<file path="config.mk">
export PLATFORM = sky130hd
export DESIGN_NAME = fullchip_seq
export DESIGN_NICKNAME = d
export VERILOG_FILES = /design/src/rtl/fullchip_seq.sv
export SDC_FILE = /design/constraint.sdc
export NUM_CORES = 1
export LEC_CHECK = 0
export CAP_MARGIN = 20
export CORE_ASPECT_RATIO = 0.9
export CORE_UTILIZATION = 45
export CTS_BUF_LIST = sky130_fd_sc_hd__clkbuf_4
export CTS_CLUSTER_DIAMETER = 100
export CTS_CLUSTER_SIZE = 20
export DETAILED_ROUTE_END_ITERATION = 12
export PLACE_DENSITY = 0.78
export SLEW_MARGIN = 20
export SYNTH_ARGS = -nofsm -noshare
export SYNTH_HDL_FRONTEND = slang
export SYNTH_SLANG_ARGS = --single-unit
</file>
<file path="constraint.sdc">
create_clock -name clk -period 6.56 [get_ports clk]
set_clock_uncertainty 0.1 [all_clocks]
set_input_delay 0.984 -clock clk [delete_from_list [all_inputs] [get_ports clk]]
set_output_delay 0.984 -clock clk [all_outputs]
set_load 0.03 [all_outputs]
</file>
<file path="src/rtl/fullchip_seq.sv">
// fullchip_seq
//   Instruction sequencer for the two-core fullchip array. One host start
//   command becomes the complete inst stream: K load, Q load, kernel preload,
//   execute, drain, optional normalise and psum readout.
//
//   Build option: define FULLCHIP_SEQ_NORM_EN to insert the NRM phase after DRN.
//
//   Ports
//     clk        rising-edge clock
//     reset      asynchronous active-low reset
//     start      one-cycle start pulse, sampled only in IDLE
//     num_k      K rows to load (1..2**aw), latched at start
//     num_q      Q rows to load/execute (1..2**aw), latched at start
//     in_valid   host presents a mem_in word
//     in_ready   sequencer consumes the mem_in word this cycle
//     inst       instruction bus to both cores
//     out_ready  host accepts a psum row
//     out_valid  fullchip out holds the row read by the previous pmem_rd
//     busy       sequence in progress
//     done       one-cycle completion pulse
//
//   All outputs are registered, so each state's bus value appears one cycle
//   after the state register holds it.
//
//   state | meaning
//   IDLE  | wait for start with legal counts
//   LDK   | kmem_wr per accepted mem_in word, addr 0..num_k-1
//   LDQ   | qmem_wr per accepted mem_in word, addr 0..num_q-1
//   PRE   | kmem_rd + load, addr 0..num_k-1
//   GAP   | pr idle cycles for kernel settle
//   EXE   | qmem_rd + execute + pmem_wr, addr 0..num_q-1
//   DRN   | col+pr idle cycles for psum pipeline flush
//   NRM   | norm + pmem_rd + pmem_wr, addr 0..num_q-1 (optional)
//   RD    | pmem_rd when out_ready, addr 0..num_q-1
//   DONE  | completion pulse, back to IDLE

module fullchip_seq #(
    parameter int col    = 8,
    parameter int pr     = 8,
    parameter int aw     = 4,
    parameter int inst_w = 20
) (
    input  logic              clk,
    input  logic              reset,
    input  logic              start,
    input  logic [aw:0]       num_k,
    input  logic [aw:0]       num_q,
    input  logic              in_valid,
    output logic              in_ready,
    output logic [inst_w-1:0] inst,
    input  logic              out_ready,
    output logic              out_valid,
    output logic              busy,
    output logic              done
);

    localparam int          TW      = $clog2(col + pr + 1);
    localparam logic [aw:0] MAX_CNT = (aw+1)'(2**aw);
    localparam logic [aw:0] ONE     = (aw+1)'(1);

    localparam logic [9:0] S_KWR  = 10'h001;
    localparam logic [9:0] S_QWR  = 10'h002;
    localparam logic [9:0] S_KRD  = 10'h004;
    localparam logic [9:0] S_QRD  = 10'h008;
    localparam logic [9:0] S_PWR  = 10'h010;
    localparam logic [9:0] S_PRD  = 10'h020;
    localparam logic [9:0] S_LOAD = 10'h040;
    localparam logic [9:0] S_EXE  = 10'h080;
    localparam logic [9:0] S_NORM = 10'h100;

    typedef enum logic [3:0] {
        IDLE, LDK, LDQ, PRE, GAP, EXE, DRN, NRM, RD, DONE
    } state_t;

    state_t              state_q, state_d;
    logic [aw:0]         nk_q, nk_d, nq_q, nq_d;
    // One address pointer serves as k_ptr, q_ptr and r_ptr; each phase restarts it at 0.
    logic [aw:0]         ptr_q, ptr_d;
    logic [TW-1:0]       tmr_q, tmr_d;
    logic                rd_q, rd_d;
    logic [inst_w-1:0]   inst_q, inst_d;
    logic                in_ready_q, in_ready_d;
    logic                out_valid_q, out_valid_d;
    logic                busy_q, busy_d;
    logic                done_q, done_d;
    logic [9:0]          strb;
    logic                last_k, last_q, counts_ok;

    assign last_k    = (ptr_q == nk_q - ONE);
    assign last_q    = (ptr_q == nq_q - ONE);
    assign counts_ok = (num_k != '0) && (num_k <= MAX_CNT) &&
                       (num_q != '0) && (num_q <= MAX_CNT);

    always_comb begin
        state_d = state_q;
        nk_d    = nk_q;
        nq_d    = nq_q;
        ptr_d   = ptr_q;
        tmr_d   = tmr_q;
        rd_d    = 1'b0;
        done_d  = 1'b0;
        strb    = '0;
        case (state_q)
            IDLE: begin
                if (start && counts_ok) begin
                    nk_d    = num_k;
                    nq_d    = num_q;
                    ptr_d   = '0;
                    state_d = LDK;
                end
            end
            LDK: begin
                if (in_valid) begin
                    strb  = S_KWR;
                    ptr_d = ptr_q + ONE;
                    if (last_k) begin
                        ptr_d   = '0;
                        state_d = LDQ;
                    end
                end
            end
            LDQ: begin
                if (in_valid) begin
                    strb  = S_QWR;
                    ptr_d = ptr_q + ONE;
                    if (last_q) begin
                        ptr_d   = '0;
                        state_d = PRE;
                    end
                end
            end
            PRE: begin
                strb  = S_KRD | S_LOAD;
                ptr_d = ptr_q + ONE;
                if (last_k) begin
                    ptr_d   = '0;
                    tmr_d   = TW'(pr - 1);
                    state_d = GAP;
                end
            end
            GAP: begin
                tmr_d = tmr_q - TW'(1);
                if (tmr_q == '0) begin
                    tmr_d   = '0;
                    state_d = EXE;
                end
            end
            EXE: begin
                strb  = S_QRD | S_EXE | S_PWR;
                ptr_d = ptr_q + ONE;
                if (last_q) begin
                    ptr_d   = '0;
                    tmr_d   = TW'(col + pr - 1);
                    state_d = DRN;
                end
            end
            DRN: begin
                tmr_d = tmr_q - TW'(1);
                if (tmr_q == '0) begin
                    tmr_d = '0;
`ifdef FULLCHIP_SEQ_NORM_EN
                    state_d = NRM;
`else
                    state_d = RD;
`endif
                end
            end
`ifdef FULLCHIP_SEQ_NORM_EN
            NRM: begin
                strb  = S_NORM | S_PRD | S_PWR;
                ptr_d = ptr_q + ONE;
                if (last_q) begin
                    ptr_d   = '0;
                    state_d = RD;
                end
            end
`endif
            RD: begin
                if (out_ready) begin
                    strb  = S_PRD;
                    rd_d  = 1'b1;
                    ptr_d = ptr_q + ONE;
                    if (last_q) begin
                        ptr_d   = '0;
                        state_d = DONE;
                    end
                end
            end
            DONE: begin
                done_d  = 1'b1;
                state_d = IDLE;
            end
            default: state_d = IDLE;
        endcase

        // A stalled or idle cycle must put an all-zero word on the bus, address included.
        inst_d = '0;
        if (strb != '0) begin
            inst_d[9:0]     = strb;
            inst_d[14 +: aw] = ptr_q[aw-1:0];
        end

        in_ready_d  = (state_d == LDK) || (state_d == LDQ);
        // busy covers the done pulse and drops the cycle after it.
        busy_d      = (state_d != IDLE) || (state_q == DONE);
        out_valid_d = rd_q;
    end

    always_ff @(posedge clk or negedge reset) begin
        if (!reset) begin
            state_q     <= IDLE;
            nk_q        <= '0;
            nq_q        <= '0;
            ptr_q       <= '0;
            tmr_q       <= '0;
            rd_q        <= 1'b0;
            inst_q      <= '0;
            in_ready_q  <= 1'b0;
            out_valid_q <= 1'b0;
            busy_q      <= 1'b0;
            done_q      <= 1'b0;
        end else begin
            state_q     <= state_d;
            nk_q        <= nk_d;
            nq_q        <= nq_d;
            ptr_q       <= ptr_d;
            tmr_q       <= tmr_d;
            rd_q        <= rd_d;
            inst_q      <= inst_d;
            in_ready_q  <= in_ready_d;
            out_valid_q <= out_valid_d;
            busy_q      <= busy_d;
            done_q      <= done_d;
        end
    end

    assign inst      = inst_q;
    assign in_ready  = in_ready_q;
    assign out_valid = out_valid_q;
    assign busy      = busy_q;
    assign done      = done_q;

endmodule

</file>
**Word level (Yosys, flattened, before mapping)**

Index checks and enable logic that the tools add are counted.
Widths: inputs -> output; s select.

- Magnitude comparators: 2
- Eq/ne operators: 18
- Reduce and logical (&&, ||, !) cells: 18
- Muxes and demuxes: 32
- Add/subtract/negate cells: 4

Operators by type and width:

| kind | number |
|---|---|
| $mux 4 | 12 |
| $mux 5 | 9 |
| $pmux 8 s5 | 1 |
| $pmux 4 s8 | 1 |
| $pmux 5 s6 | 1 |
| $pmux 5 s3 | 1 |
| $sub 5x1->5 const B | 3 |
| $eq 4x2->1 const B | 3 |
| $eq 4x3->1 const B | 3 |
| $ne 2x2->1 const B | 6 |
| $eq 5x5->1 | 2 |
| $le 5x5->1 const B | 2 |
| $mux 10 | 1 |
| $reduce_bool 10->1 | 1 |
| $reduce_bool 5->1 | 2 |
| $eq 4x1->1 const B | 2 |
| $eq 4x4->1 const B | 2 |
| $mux 6 | 1 |
| $reduce_bool 6->1 | 1 |
| $add 5x1->5 const B | 1 |
| $logic_not 5->1 | 1 |
| $reduce_and 5->1 | 1 |
| $logic_and 1x1->1 | 4 |
| $logic_not 4->1 | 1 |
| other kinds (8) | 12 |

- Output and inout bits: 24
- Word-level logic and storage cells: 85
- Flip-flop bits (word level): 43
- Input bits: 15

**Logic depth before layout (Yosys ltp)**

Gate-level depths: netlist (run 1).

- Depth after elaboration: 9
- Depth in mapped cells: 8
- Gate-level depth less buffers: 8

**Worst setup path after synthesis (run 1)**

No wires, ideal clock.

- Path type: input -> register
- Start point: in num_q[1]
- End point: reg ptr_q[2]
- Cell stages on the path: 8
- Path slack: 3.974 ns
- Library setup time: 0.082 ns
- Required time: 6.378 ns
- Buffers on the path: 2
- Arrival time: 2.404 ns
- Cell sequence: nor4_2 -> xnor2_1 -> nand4_1 -> buf_4 -> a2bb2o_4 -> buf_4 -> nand2b_4 -> o22ai_1

- Longest elaborated chain between the ends: 6
- Elaborated cells on any way between the ends: 7
- Those cells by class: 1 x order compare; 1 x eq/ne; 5 x reduce/logical

Ends and longest elaborated chain:

| item | RTL line | source |
|---|---|---|
| start: declaration | 47 | `input logic [aw:0] num_q,` |
| branches (longest 2 deep; another with $le 5x5->1) | -- |  |
| $logic_and 1x1->1 (*) | 92 | `(num_q != '0) && (num_q <= MAX_CNT);` |
| $logic_and 1x1->1 (*) | 105 | `if (start && counts_ok) begin` |
| $ne 2x2->1 (no source line) (*) | -- |  |
| $reduce_and 5->1 (no source line) (*) | -- |  |
| end signal: assignment | 226 | `ptr_q <= ptr_d;` |
| end: declaration | 78 | `logic [aw:0] ptr_q, ptr_d;` |

Mark *: on every way between the ends.
A chain may end at the register's enable or synchronous reset.

**Final worst setup path (run 1)**

- Start point: in num_q[1]
- End point: reg ptr_q[4]

The elaborated chain is that of the path after synthesis.

==> flow_summary.ini, run 1 <==
[run_status]
outcome = finished, final reports clean

[placed_design]
place_inst = 312
portBuffers = 30
place_hpwl_um = 3090
gp_congestion = 0.854

[clock_tree]
cts_resized = 0
clkSinkCount = 38
ctsHoldBuffers = 0
htree_levels = 2
cts-buffers-inserted = 5
cts_tree = yes
clk_path_buf_depth = 2
cts_root_buffer = clkbuf_4
path_clk_slew_ps = 100
clock_latency_ps = 350
cts_setup_buffers = 0

[route]
avgRoutedWirePerCell_um = 12.7
drt_iter0_drc = 70
dr.pass1.iters = 4
vias = 1680
wl_um = 4060
drc = 0
routed_via_density = 5.25
antenna_left = 0

[critical_path]
required_ps = 6740
worstSetupPathType = input port to flip-flop
cpPeakStageDelay_ps = 500
r2r_cells = 8
path_max_fanout = 11
slowest_stage = nand4_1
worstPathCellList = clkdlybuf4s50_1 -> nor4_2 -> xnor2_1 -> nand4_1 -> a2bb2o_4 -> o21ai_0 -> a22o_1
path_delay_family = simple AND/OR/NAND/NOR gates
arrival_ps = 3260
worstReg2RegEnd = in_ready
crit_buf_inv = 1
end_kind = flip-flop
crit_path_start_kind = input port
r2r_slack_ps = 4070
r2r_start = nk_q[0]

[global_route]
grt_pass1_vias = 1453
grt_pass1_wl_um = 6870
grt_max_degree = 39
antenna_found_initial = 0
grt.overflow.total = 0
grt_use_total = 0.164

[die]
io-pin-count = 39
die_h_um = 69.4
fp.coreArea_sq_um = 4830
initial_utilization = 0.469
die_area_sq_um = 5330
die_x_um = 76.8
fp-row-count = 24

[power_and_ir_drop]
power_density_nw_per_um2 = 412
irDropWorstVdd_mv = 0.169
power_leakage_uw = 0.00112

[finish]
final_common_cell = dfrtp_1
layout_common_cells = dfrtp_1, clkdlybuf4s50_1, inv_1
stdcell_count = 320
final_util = 0.536
nets = 273
area_delta_synth_final_pct = 14.3
layout-drive-gt1-share = 0.137
n_antenna_cell = 0

[sta]
fmaxAchievable_mhz = 324
tightest_slew_ps = 803
rsz0062_at_grt = no
finalCriticalPeriod_ps = 3090
finalHoldViolCount = 0
setup_tns_ps = 0
finalMaxSlewViolations = 0
finalSetupViolations = 0
period_share = 0.470
maxSlewHeadroom = 0.464

[worst_hold_path]
hold_path.class = flip-flop to flip-flop
hold_path_depth = 0
worstHoldStart = out_valid_d
min_to = out_valid

[synth]
avgSynthCellArea_sq_um = 9.91
synth_flop_cell = dfrtp_1
async_flop_share = 1.00
synth_warnings = 0
synthCells = 229
synth-seq-area-share = 0.419
synth_edf_count = 0
ys_seq_elements = 38
synthDistinctLibCells = 59
syn-cell-area_sq_um = 2270

[run]
drv_cap = 0
-- state kept, by name (all words and copies together), names as in the netlist --
register	cells
busy	1
done	1
in_ready	1
inst	9
nk_q	5
nq_q	5
out_valid	1
out_valid_d	1
ptr_q	5
state_q	4
tmr_q	5
-- cell families (layout without fill, tap and decap cells) --
logic type | count (synthesis) | in the layout | synth area share
other | 1 | 8 | 0.00165
AND/OR/NAND/NOR | 71 | 71 | 0.184
buffers and inverters | 38 | 57 | 0.0899
multiplexers | 10 | 10 | 0.0491
flip-flops | 38 | 38 | 0.419
AO/OA/AOI/OAI | 53 | 53 | 0.180
adder cells (fa/ha/maj) | 4 | 4 | 0.0221
XOR/XNOR | 14 | 14 | 0.0541
-- through the flow --
step / worst slack (ps) / total power (uW) / instance area, sq um / hold WS [ps]
2_1_floorplan: 3970 / 827 / 2290 / 231
3_3_place_gp: 3170 / 937 / 2540 / 234
3_5_place_dp: 3100 / 958 / 2540 / 235
4_1_cts: 3470 / 1080 / 2590 / 260
5_1_grt: 3290 / 1150 / 2590 / 269
6_report: 3470 / 1070 / 2590 / 257
-- synthesized netlist by cell type, types with 2 or more instances --
| cell | count | area (sq um) |
|---|---|---|
| a22o_1 | 2 | 17.5 |
| ha_1 | 4 | 50.1 |
| xnor2_1 | 9 | 78.8 |
| dfrtp_1 | 38 | 951 |
| a21boi_0 | 2 | 15.0 |
| nor2_1 | 14 | 52.6 |
| nor3_1 | 2 | 10.0 |
| nand4_1 | 3 | 18.8 |
| nand2_1 | 13 | 48.8 |
| o21ai_0 | 14 | 70.1 |
| o211ai_1 | 3 | 22.5 |
| inv_2 | 2 | 7.51 |
| nor2b_1 | 3 | 18.8 |
| nand3b_1 | 2 | 15.0 |
| and3_1 | 3 | 18.8 |
| xor2_1 | 5 | 43.8 |
| nand2b_1 | 5 | 31.3 |
| buf_2 | 4 | 20.0 |
| o22ai_1 | 2 | 12.5 |
| nand4bb_1 | 2 | 22.5 |
| nor4_1 | 2 | 12.5 |
| nand3_1 | 7 | 35.0 |
| buf_4 | 15 | 113 |
| a21oi_1 | 8 | 40.0 |
| mux2_2 | 9 | 101 |
| and2_1 | 3 | 18.8 |
| inv_1 | 17 | 63.8 |
| o21a_1 | 3 | 22.5 |
| nor4_2 | 2 | 25.0 |
| or2_2 | 2 | 12.5 |
-- worst max-delay path by stage --
| stage | start | end | cells after the start |
|---|---|---|---|
| after CTS | num_q[1] | ptr_q[0] | 7 |
| after floorplan | num_q[1] | ptr_q[2] | 8 |
| after global placement | num_k[1] | in_ready | 7 |
| after detailed placement | num_q[1] | ptr_q[4] | 7 |
| after global routing | num_q[1] | in_ready | 7 |
| final | num_q[1] | ptr_q[4] | 7 |
-- final cells by class --
type,count,area [sq um]
Fill cell,437,2240
Multi-Input combinational cell,160,1140
Sequential cell,38,951
Timing Repair Buffer,30,295
Tap cell,65,81.3
Inverter,19,71.3
Clock buffer,6,45.0
Clock inverter,2,8.76
-- routing by layer --
layer  GRT usage  share of wire  up-vias
li1            -              -      834
met5           0              0        -
met1       0.232           0.48      791
met3      0.0382          0.046        8
met2       0.242           0.46       47
met4      0.0641          0.017        0
-- power by group --
part,switching (uW),internal [uW]
logic,306,253
clock network,72.5,44.4
registers,90.7,302
-- worst register-to-register path, stage by stage, from the launching register on --
cell       delay, ps
dfrtp_1          420
inv_1             60
ha_1             300
xor2_1           150
o211ai_1         130
a311oi_2         490
mux2i_1          280
nor3_2            80
a2111oi_2        370
Power figures use the tool's default switching activity.
==> inputs of run 2 (changes only) <==
--- a/config.mk
+++ b/config.mk
@@ -12,7 +12,7 @@
 export CTS_CLUSTER_DIAMETER = 100
 export CTS_CLUSTER_SIZE = 20
 export DETAILED_ROUTE_END_ITERATION = 12
-export PLACE_DENSITY = 0.78
+export PLACE_DENSITY = 0.8
 export SLEW_MARGIN = 20
 export SYNTH_ARGS = -nofsm -noshare
 export SYNTH_HDL_FRONTEND = slang
==> constraint.sdc (replaced) <==
create_clock -name clk -period 2.7 [get_ports clk]
set_clock_uncertainty 0.1 [all_clocks]
set_input_delay 0.405 -clock clk [delete_from_list [all_inputs] [get_ports clk]]
set_output_delay 0.405 -clock clk [all_outputs]
set_load 0.03 [all_outputs]
==> run 2 against run 1 <==
Routed wire length decreased by 1.7%. The run now ends with design-rule violations left. Largest power group unchanged. Power increased to 2.6 times the previous value. Cell area increased by 2.7%. Global-route usage decreased by 0.21 points.
==> flow_summary.ini, run 2 (synthesis gave the netlist of run 1 again) <==
[sta]
period_share = 0.914
finalMaxSlewViolations = 0
maxSlewHeadroom = 0.458
setup_tns_ps = 0
finalSetupViolations = 0
tightest_slew_ps = 812
finalCriticalPeriod_ps = 2470
rsz0062_at_grt = no
fmaxAchievable_mhz = 405
finalHoldViolCount = 0

[global_route]
antenna_found_initial = 0
grt.overflow.total = 0
grt_use_total = 0.162
grt_pass1_wl_um = 6870
grt_max_degree = 39
grt_pass1_vias = 1494

[finish]
layout_common_cells = dfrtp_1, clkdlybuf4s50_1, inv_1
nets = 276
largest_register_ffs = 9
final_area_sq_um = 2660
final_common_cell = dfrtp_1
layout-drive-gt1-share = 0.147
n_antenna_cell = 0
area_delta_synth_final_pct = 17.4

[route]
drt_iter0_drc = 68
antenna_left = 0
dr.pass1.iters = 8
routed_via_density = 5.20
drc = 1
avgRoutedWirePerCell_um = 12.4
wl_um = 3990
vias = 1679

[critical_path]
crit_path_start_kind = flip-flop
end_kind = flip-flop
worstSetupPathType = flip-flop to flip-flop
r2r_start = nk_q[0]
r2r_cells = 8
r2r_slack_ps = 230
required_ps = 2830
worstReg2RegEnd = in_ready
arrival_ps = 2600
path_max_fanout = 4

[power_and_ir_drop]
power_density_nw_per_um2 = 1050
power_leakage_uw = 0.00115
irDropWorstVdd_mv = 0.493

[clock_tree]
cts_setup_buffers = 0
cts-buffers-inserted = 5
ctsHoldBuffers = 0
clkSinkCount = 38
clk_path_buf_depth = 2
cts_root_buffer = clkbuf_4
htree_levels = 2
path_clk_slew_ps = 120
cts_resized = 0
cts_tree = yes
clock_latency_ps = 350

[run_status]
violations = design-rule violations
outcome = finished with violations

[die]
io-pin-count = 39
die_h_um = 69.4
fp-row-count = 24
fp.coreArea_sq_um = 4830
initial_utilization = 0.469
die_area_sq_um = 5330
die_x_um = 76.8

[placed_design]
place_hpwl_um = 3010
placed_cell_area_sq_um = 2560
portBuffers = 30
gp_congestion = 0.852

[run]
drv_cap = 0

[worst_hold_path]
hold_path.class = input port to async pin
## run 2: cell count changes in the layout (fill, tap and decap cells not counted)
cell | previous run | this run
buf_4 | 0 | 3
bufinv_16 | 0 | 2
clkinv_2 | 1 | 0
clkbuf_4 | 6 | 5
## run 2: worst max-delay path by stage
| stage | start | end | cells after the start |
|---|---|---|---|
| 2_1_floorplan | nk_q[0] | in_ready | 8 |
| 3_3_place_gp | num_q[1] | ptr_q[2] | 7 |
| 3_5_place_dp | nk_q[0] | in_ready | 8 |
| 4_1_cts | nk_q[0] | in_ready | 8 |
| 5_1_grt | nk_q[0] | in_ready | 8 |
| 6_report | nk_q[0] | in_ready | 8 |
## run 2: metal layers
layer  share of wire  vias up  GRT usage  wire length [um]
met3           0.042        4     0.0368               166
li1                -      843          -                 -
met2            0.44       41      0.238              1760
met4           0.012        0     0.0577                48
met5               0        -          0                 0
met1            0.50      791      0.233              2020
## run 2: cell type report
cell class,count,area (sq um)
fill,411,2170
clock inverter,3,63.8
tap,65,81.3
multi-input combinational,160,1140
sequential,38,951
timing repair buffer,33,318
clock buffer,5,37.5
inverter,19,71.3
## run 2: per-stage QoR
| step | utilization | power [uW] | hold WS, ps | std cells | setup WS (ps) |
|---|---|---|---|---|---|
| final | 0.551 | 2790 | 35.5 | 323 | 232 |
| after global routing | 0.551 | 3000 | 77.5 | 323 | 46.9 |
| after CTS | 0.551 | 2810 | 49.0 | 323 | 210 |
| after detailed placement | 0.530 | 2330 | 250 | 315 | 250 |
| after global placement | 0.530 | 2300 | 232 | 315 | 328 |
| after floorplan | - | 2010 | 9.41 | 236 | 502 |
## run 2: critical path: stages, from the launching register on
cell	delay [ps]
dfrtp_1	410
inv_1	60
ha_1	300
xor2_1	160
o211ai_1	130
a311oi_2	440
mux2i_1	270
nor3_2	80
a2111oi_2	390
## run 2: power breakdown
part	leakage (uW)	total [uW]	switching [uW]	internal [uW]
clock network	0.0000528	471	186	285
logic	0.000612	1400	768	629
registers	0.000488	927	193	735
total	0.00115	2790	1150	1650
==> inputs of run 3 (changes only) <==
--- a/config.mk
+++ b/config.mk
@@ -7,12 +7,12 @@
 export LEC_CHECK = 0
 export CAP_MARGIN = 20
 export CORE_ASPECT_RATIO = 0.9
-export CORE_UTILIZATION = 45
+export CORE_UTILIZATION = 36
 export CTS_BUF_LIST = sky130_fd_sc_hd__clkbuf_4
 export CTS_CLUSTER_DIAMETER = 100
 export CTS_CLUSTER_SIZE = 20
 export DETAILED_ROUTE_END_ITERATION = 12
-export PLACE_DENSITY = 0.8
+export PLACE_DENSITY = 0.68
 export SLEW_MARGIN = 20
 export SYNTH_ARGS = -nofsm -noshare
 export SYNTH_HDL_FRONTEND = slang
==> run 3 against run 2 <==
The run now ends clean. Power is 2.5% lower. Critical path depth up 1. Non-clock buffer count is 1 higher. First-iteration DRC count up 68%. Maximum frequency grew 1.8%. Clock power fell by 19%. Via count increased by 3.0%. Global-route usage decreased by 1.3 points. Core utilization fell by 11 points. Die area up 24%. Cell area rose by 0.42%. Final cell count grew 7.1%.
==> flow_summary.ini, run 3 (synthesis gave the netlist of run 1 again) <==
[run_status]
outcome = finished, final reports clean

[critical_path]
arrival_ps = 2560
required_ps = 2840
path_max_fanout = 4
end_kind = flip-flop
worstSetupPathType = flip-flop to flip-flop
crit_path_start_kind = flip-flop

[finish]
stdcell_count = 346
layout-drive-gt1-share = 0.154
largest_register_ffs = 9
n_antenna_cell = 0
final_common_cell = dfrtp_1
nets = 277
final_area_sq_um = 2670
area_delta_synth_final_pct = 17.9
layout_common_cells = dfrtp_1, clkdlybuf4s50_1, inv_1
fillers = 585

[sta]
finalCriticalPeriod_ps = 2420
finalSetupViolations = 0
period_share = 0.898
rsz0062_at_grt = no
finalHoldViolCount = 0
finalMaxSlewViolations = 0
setup_tns_ps = 0
maxSlewHeadroom = 0.449
tightest_slew_ps = 827
fmaxAchievable_mhz = 413

[power_and_ir_drop]
power_leakage_uw = 0.00115
power_density_nw_per_um2 = 1020
irDropWorstVdd_mv = 0.283

[die]
die_h_um = 77.3
initial_utilization = 0.371
io-pin-count = 39
fp-row-count = 27
fp.coreArea_sq_um = 6110
die_x_um = 85.7
die_area_sq_um = 6620

[global_route]
met2_usage = 0.214
top_usage_layer = met2
grt_util_met3 = 0.0312
grt_pass1_vias = 1660
antenna_found_initial = 0
grt_max_degree = 39
grt_pass1_wl_um = 7850
grt.overflow.total = 0
grt_use_total = 0.149
use_met1 = 0.211

[clock_tree]
cts_root_buffer = clkbuf_4
cts_resized = 0
path_clk_slew_ps = 120
ctsHoldBuffers = 0
clkSinkCount = 38
cts_setup_buffers = 0
cts-buffers-inserted = 5
cts_tree = yes
htree_levels = 2
clock_latency_ps = 350
clk_path_buf_depth = 2

[route]
drt_iter0_drc = 114
routed_via_density = 5.00
avgRoutedWirePerCell_um = 12.4
dr.pass1.iters = 4
drc = 0
wl_um = 4290
antenna_left = 0
vias = 1729

[worst_hold_path]
hold_path.class = input port to async pin

[placed_design]
place_hpwl_um = 3230
portBuffers = 30
place_inst = 338
placed_cell_area_sq_um = 2600
gp_congestion = 0.867

[run]
drv_cap = 0
## run 3: cell types whose count changed in the layout (fill, tap and decap cells not counted), sizes merged
cell / before / now
bufinv: 2 / 1
clkinv: 1 / 2
buf: 4 / 5
## run 3: final cells by class
class / instances / area, sq um / area share
Clock buffer: 5 / 37.5 / 0.0140
Sequential cell: 38 / 951 / 0.356
Timing Repair Buffer: 34 / 325 / 0.122
Tap cell: 87 / 109 / 0.0407
Inverter: 19 / 71.3 / 0.0267
Clock inverter: 3 / 40.0 / 0.0150
Multi-Input combinational cell: 160 / 1140 / 0.426
## run 3: final timing paths
kind	from	endpoint	slack (ps)	cells after the start
hold reg to reg	out_valid_d	out_valid	260	0
max in group asynchronous	reset	ptr_q[3]	1940	1
hold / removal	reset	tmr_q[2]	40	1
min in group clk	out_valid_d	out_valid	260	0
setup reg to reg	nk_q[0]	in_ready	280	9
setup / recovery	nk_q[0]	in_ready	280	9
## run 3: routing by layer
| layer | wire (um) | vias to the layer above | share of wire |
|---|---|---|---|
| met5 | 0 | - | 0 |
| met1 | 2180 | 828 | 0.51 |
| li1 | - | 843 | - |
| met3 | 172 | 11 | 0.040 |
| met4 | 110 | 0 | 0.026 |
| met2 | 1830 | 47 | 0.43 |
## run 3: worst max-delay path: stages (launching register included)
cell	delay, ps
dfrtp_1	440
inv_1	70
ha_1	210
and4bb_2	240
o211ai_1	100
a311oi_2	260
buf_4	180
mux2i_1	230
nor3_2	80
a2111oi_2	400
## run 3: stage by stage
step | worst slack, ps | utilization | hold WS [ps] | total power, uW
after floorplan | 502 | - | 9.41 | 2010
after global placement | 342 | 0.425 | 235 | 2310
after detailed placement | 252 | 0.425 | 235 | 2350
after CTS | 239 | 0.437 | 62.5 | 2740
after global routing | 82.0 | 0.437 | 105 | 2950
final | 276 | 0.437 | 40.7 | 2720
## run 3: power by group
part | internal, uW | switching, uW | total, uW
Clock | 192 | 191 | 383
Sequential | 735 | 197 | 931
Combinational | 634 | 777 | 1410
Total | 1560 | 1160 | 2720
